<file path="src/rtl/imem_arbiter.sv">
// Shares the instruction ROM read port between fetch (F) and data (D) requesters.
// Round-robin on conflict, one-entry registered response stage, misaligned-address errors.
module imem_arbiter #(
  parameter int A_WIDTH   = 12,
  parameter int CNT_WIDTH = 16
) (
  input  logic                 clk,
  input  logic                 rst_n,
  input  logic                 f_req_valid,
  input  logic [A_WIDTH-1:0]   f_req_addr,
  output logic                 f_req_ready,
  input  logic                 d_req_valid,
  input  logic [A_WIDTH-1:0]   d_req_addr,
  output logic                 d_req_ready,
  output logic [A_WIDTH-1:0]   mem_a,
  input  logic [31:0]          mem_rd,
  output logic [31:0]          rsp_data,
  output logic                 rsp_err,
  output logic                 f_rsp_valid,
  output logic                 d_rsp_valid,
  input  logic                 f_rsp_ready,
  input  logic                 d_rsp_ready,
  output logic [CNT_WIDTH-1:0] conflict_cnt
);

  typedef enum logic {
    PORT_F = 1'b0,
    PORT_D = 1'b1
  } port_e;

  logic                 full_q,  full_d;
  port_e                owner_q, owner_d;
  logic [31:0]          data_q,  data_d;
  logic                 err_q,   err_d;
  port_e                last_q,  last_d;
  logic [CNT_WIDTH-1:0] cnt_q,   cnt_d;

  logic               owner_ready;
  logic               stage_free;
  logic               both_valid;
  logic               grant_f;
  logic               grant_d;
  logic               accept;
  port_e              gnt_port;
  logic [A_WIDTH-1:0] gnt_addr;
  logic               gnt_aligned;

  // Arbitration: a new request is only taken when the stage is empty or being drained
  // this cycle; on conflict the port that did not win last time is served.
  always_comb begin
    owner_ready = (owner_q == PORT_F) ? f_rsp_ready : d_rsp_ready;
    stage_free  = rst_n && (!full_q || owner_ready);
    both_valid  = f_req_valid && d_req_valid;
    grant_f     = stage_free && f_req_valid && (!d_req_valid || (last_q == PORT_D));
    grant_d     = stage_free && d_req_valid && (!f_req_valid || (last_q == PORT_F));
    accept      = grant_f || grant_d;
    gnt_port    = grant_d ? PORT_D : PORT_F;
    gnt_addr    = grant_d ? d_req_addr : f_req_addr;
    gnt_aligned = (gnt_addr[1:0] == 2'b00);
  end

  always_comb begin
    full_d  = full_q;
    owner_d = owner_q;
    data_d  = data_q;
    err_d   = err_q;
    last_d  = last_q;
    cnt_d   = cnt_q;
    if (accept) begin
      full_d  = 1'b1;
      owner_d = gnt_port;
      err_d   = !gnt_aligned;
      data_d  = gnt_aligned ? mem_rd : 32'h0;
      last_d  = gnt_port;
      // Saturate rather than wrap so a long contention burst never reads as low.
      if (both_valid && !(&cnt_q)) begin
        cnt_d = cnt_q + 1'b1;
      end
    end else if (full_q && owner_ready) begin
      full_d = 1'b0;
    end
  end

  always_ff @(posedge clk) begin
    if (!rst_n) begin
      full_q  <= 1'b0;
      owner_q <= PORT_F;
      data_q  <= 32'h0;
      err_q   <= 1'b0;
      last_q  <= PORT_D;
      cnt_q   <= '0;
    end else begin
      full_q  <= full_d;
      owner_q <= owner_d;
      data_q  <= data_d;
      err_q   <= err_d;
      last_q  <= last_d;
      cnt_q   <= cnt_d;
    end
  end

  assign f_req_ready  = grant_f;
  assign d_req_ready  = grant_d;
  assign mem_a        = gnt_addr;
  assign rsp_data     = data_q;
  assign rsp_err      = err_q;
  assign f_rsp_valid  = full_q && (owner_q == PORT_F);
  assign d_rsp_valid  = full_q && (owner_q == PORT_D);
  assign conflict_cnt = cnt_q;

endmodule

</file>
<file path="config.mk">
export PLATFORM = sky130hd
export DESIGN_NAME = imem_arbiter
export DESIGN_NICKNAME = d
export VERILOG_FILES = /design/src/rtl/imem_arbiter.sv
export SDC_FILE = /design/constraint.sdc
export NUM_CORES = 1
export LEC_CHECK = 0
export ABC_AREA = 0
export CORE_ASPECT_RATIO = 0.8
export CORE_MARGIN = 4
export CORE_UTILIZATION = 34
export CTS_CLUSTER_DIAMETER = 30
export CTS_CLUSTER_SIZE = 20
export DETAILED_ROUTE_END_ITERATION = 8
export PLACE_DENSITY = 0.88
export SYNTH_ARGS = -nofsm -noshare
export SYNTH_HDL_FRONTEND = slang
export SYNTH_SLANG_ARGS = --single-unit
</file>
<file path="constraint.sdc">
create_clock -name clk -period 1.9 [get_ports clk]
set_input_delay 0.38 -clock clk [delete_from_list [all_inputs] [get_ports clk]]
set_output_delay 0.38 -clock clk [all_outputs]
set_load 0.1 [all_outputs]
</file>
Yosys cells after proc, flatten, opt, wreduce, memory -nomap -nowiden --
Index checks and enable logic that the tools add are counted. W data, S select, Z words.
Storage, ports and cells: bits of input ports 62, logic and storage cells 38, bits in registers 52, output and inout bits 65
Operators by class: multiplexer cells 6, bitwise operators 2, add/sub/neg operators 1, reduce and logical (&&, ||, !) cells 23
Operator list (number):
- $mux W32 | 1
- $add A16 B1 Y16 const B | 1
- $reduce_and A16 Y1 | 1
- $mux W12 | 1
- $logic_and A1 B1 Y1 | 10
- $logic_not A1 Y1 | 5
- $logic_or A1 B1 Y1 | 4
- $mux W1 | 4
- $logic_not A2 Y1 | 1
- $not A1 Y1 | 2
- $reduce_and A2 Y1 | 1
- $reduce_bool A2 Y1 | 1

Longest topological paths before layout --
depth in word-level cells 8, mapped depth 7, depth with buffers taken out 6

Worst setup path after synthesis --
OpenSTA, ideal clock, no wires.
kind register -> register, start point register cnt_q[0], in the netlist conflict_cnt[0], end point register cnt_q[14], in the netlist conflict_cnt[14], buffers on the path 1, data required time 1.830 ns, library setup time 0.070 ns, cell stages (with the launch flop) 7, data arrival time 2.590 ns, clock period less this slack 2.660 ns, setup slack -0.760 ns, cells stage by stage dfxtp_1 -> ha_1 -> nand3_1 -> or4_4 -> buf_6 -> or3_1 -> a21boi_1
On the way: cells in the longest elaborated chain, start to end 4, elaborated cells between the ends (all ways) 5, classes of those cells 1 x add/sub; 4 x reduce/logical
RTL lines:
- start, declared | line 36 | logic [CNT_WIDTH-1:0] cnt_q, cnt_d;
- start signal, assigned | line 98 | cnt_q <= cnt_d;
- parallel branches: the longest is 4 deep, another holds $add A16 B1 Y16
Several ways; the timed one is not identified. A chain may end at the register's enable or synchronous reset.

Worst setup path in the final report --
start point register owner_q, end point output mem_a[3]
On the way: cells in the longest elaborated chain, start to end 6
RTL lines:
- start, declared | line 32 | port_e owner_q, owner_d;
- start signal, assigned | line 94 | owner_q <= owner_d;
- $mux W1 | line 51 | owner_ready = (owner_q == PORT_F) ? f_rsp_ready : d_rsp_ready;
- $logic_or A1 B1 Y1 | line 52 | stage_free = rst_n && (!full_q || owner_ready);
- $logic_and A1 B1 Y1 | line 52
- $logic_and A1 B1 Y1 (2 in series) | line 55 | grant_d = stage_free && d_req_valid && (!f_req_valid || (last_q == PORT_F));
- $mux W12 | line 58 | gnt_addr = grant_d ? d_req_addr : f_req_addr;
- end, declared | line 15 | output logic [A_WIDTH-1:0] mem_a,
Every way passes these cells.

==> impl_metrics.yaml <==
outcome:
  outcome: "complete, but fails checks"
  violations: "setup timing"
setup_path:
  path_class: "flip-flop to primary output"
  setup.worst_path.end_class: "primary output"
  arrival_ns: 1.76
  critPathMaxFanout: 7
  required_ns: 1.52
  critPathLaunchType: "flip-flop"
  r2r_slack_ns: -0.02
floorplanning:
  fp.dieW_microns: 96.6
  die_h_microns: 78.9
  io_pins: 127
  fp.coreArea_sq_um: 6010
  start_util_pct: 35.6
  die_area_sq_um: 7630
  rows: 25
global_routing:
  grt_pass1_wl_mm: 11.6
  grt_start_max_net_pins: 33
  grt_overflow: 0
  grt_pass1_vias: 2252
  antenna_found_initial: 0
  grtUsageTotal_pct: 18.5
routing:
  viasPerCell: 5.12
  initialDrtViolationCount: 115
  drtPass1Iterations: 4
  wl_per_cell_microns: 17.2
  drc: 0
  vias: 2244
  drt-total-wl_mm: 7.52
  ant_nets: 0
pwr:
  vdd.ir_drop.worst_v: 0.000434
  comb_power_share_pct: 34.5
  power.switching_w: 0.000970
  totalPowerFinal_w: 0.00273
  switching_share_pct: 35.6
  p_leak_nw: 1.82
  seq_power_share_pct: 41.4
  p_int_w: 0.00176
  clockPowerShare_pct: 24.2
  pwr_density_cell_nw_per_um2: 643
timing:
  finalSetupViolCount: 16
  clock_skew_ns: 0.00519
  hold_viol: 0
  period_share_pct: 112
  rsz0062_at_grt: "true"
  slew_viol_final: 0
  timing.max_slew.rel_slack_pct: 69.0
  max_slew.worst_pin.slew_ns: 0.461
  max_clock_freq_mhz: 468
  setup_ws_ns: -0.237
  layout_min_cycle_time_ns: 2.14
  setup_tns_ns: -2.77
cells_and_area:
  layout_common_cells: "clkdlybuf4s50_1 (56), buf_4 (53), dfxtp_1 (35)"
  utilization_pct: 70.7
  multi_input_area_sq_um: 1160
  stdcell_count: 438
  drive_gt1_share_pct: 39.5
  final_common_cell: "clkdlybuf4s50_1"
  seq_area_sq_um: 1100
  synthToLayoutAreaGrowth_pct: 98.6
  fillers: 427
  nets: 419
  n_antenna_cell: 0
logic_synthesis:
  synth_compound_area_share_pct: 19.2
  synth_xor_xnor_area_share_pct: 2.87
  syn_area_sq_um: 2140
  syn_avg_cell_area_sq_um: 10.2
  synth_top_family_by_area: "compound AO/OA/AOI/OAI gates"
  netlist_instances: 209
  synthAdderAreaFrac_pct: 0.585
  synth_top_cell_by_area: "dfxtp_1"
  synth_top_area_share_pct: 48.7
  ys_warn_count: 0
  synth.area.top_cells: "dfxtp_1 (49%), a22o_1 (13%), mux2_2 (6.3%)"
  synth_cell_type_count: 35
  syn_nets: 272
  ys_seq_area_share_pct: 48.7
  ys_ff_latch: 52
  synthSimpleGateAreaFrac_pct: 16.8
  muxShareOfSynthArea_pct: 8.67
min_path:
  min_path_type: "flip-flop to flip-flop"
clock_tree:
  clkSlewWorstSetupHoldPaths_ns: 0.10
  htreeDepth: 2
  clockBufferDepth: 2
  cts.sinks: 52
  cts_tree: "built"
  cts_buffers: 5
  cts_hold_buf: 0
  clk_latency_ns: 0.30
  cts_root_buf: "clkbuf_8"
job:
  drv_cap: 0
placement:
  post-dp-hpwl_mm: 5.37
  gp_congestion: 0.768
  placed_cells: 421
  io_buffers: 126
## power by group through the flow
stage	Sequential, W	Combinational (W)	Clock, W
after floorplan	0.00134	0.000326	0
after global placement	0.00115	0.000874	0
after detailed placement	0.00115	0.000886	0
after CTS	0.00113	0.000918	0.000680
after global routing	0.00113	0.000969	0.000719
final	0.00113	0.000940	0.000659
## kinds of logic after synthesis
| family | Yosys count |
|---|---|
| adder cells (fa/ha/maj) | 1 |
| multiplexers | 17 |
| XOR/XNOR | 7 |
| AO/OA/AOI/OAI | 52 |
| flip-flops | 52 |
| buffers and inverters | 16 |
| AND/OR/NAND/NOR | 64 |
## layout make-up
cell class / instances / area share [%]
Timing Repair Buffer: 153 / 41.8
Multi-Input combinational cell: 141 / 27.3
Sequential cell: 52 / 26.0
Tap cell: 81 / 2.39
Clock buffer: 5 / 1.62
Clock inverter: 3 / 0.560
Inverter: 3 / 0.354
## path summary, 6_finish.rpt
kind                        startpoint                            end  cells after the start
max               owner_q$_SDFFE_PN0P_                       mem_a[3]                      6
min          rsp_data[19]$_SDFFE_PN0P_      rsp_data[19]$_SDFFE_PN0P_                      1
max reg2reg       owner_q$_SDFFE_PN0P_  conflict_cnt[14]$_SDFFE_PN0P_                      6
min reg2reg  rsp_data[19]$_SDFFE_PN0P_      rsp_data[19]$_SDFFE_PN0P_                      1
## what timing repair did
| action | 4_1_cts | 5_1_grt |
|---|---|---|
| gates resized for setup | 22 | 5 |
| pin swaps | 4 | 1 |
| buffers inserted | 5 | 4 |
| gates cloned | 1 | 1 |
| setup endpoints to repair | 51 | 15 |
## state kept, by name, summed over array words and instances (netlist names)
signal,flops
rsp_err,1
owner_q,1
rsp_data,32
full_q,1
last_q,1
conflict_cnt,16
## Yosys cell counts
cell type	instances
a21boi_0	3
a21boi_1	2
a21o_1	1
a21oi_1	3
a22o_1	32
and2_1	9
and2b_1	1
and3_1	4
buf_1	1
buf_6	1
clkbuf_1	11
dfxtp_1	52
ha_1	1
inv_1	3
mux2_2	12
mux2i_1	5
nand2_1	12
nand2b_1	4
nand3_1	7
nand4_1	7
nor2_1	6
nor2b_1	1
nor3_1	4
nor4_1	3
nor4_2	1
o211ai_1	3
o21ai_0	4
o21ai_1	1
o31ai_1	3
or2_0	1
or3_1	2
or4_4	1
or4bb_1	1
xnor2_1	3
xor2_1	4
## stage by stage
step | setup WS (ns) | cell area, sq um | hold WS [ns]
2_1_floorplan | -0.0655 | 2270 | 0.466
3_3_place_gp | -0.463 | 3960 | 0.458
3_5_place_dp | -0.542 | 3960 | 0.459
4_1_cts | -0.271 | 4170 | 0.488
5_1_grt | -0.296 | 4240 | 0.499
6_report | -0.237 | 4240 | 0.490
## layer usage
metal  GRT usage, %  vias up  share of wire [%]
met3           4.74       12                6.1
li1               -     1063                  -
met1           22.5     1066                 40
met2           33.5      103                 52
met4           3.51        0                1.7
met5              0        -                  0
## critical path, stage by stage, from the launching register on
cell and delay (ns):
dfxtp_4 0.38, mux2i_4 0.23, nand2_2 0.10, nand3_4 0.11, buf_12 0.14, mux2_4 0.33, buf_12 0.17
Note: power is estimated with default switching activity, not from simulation.
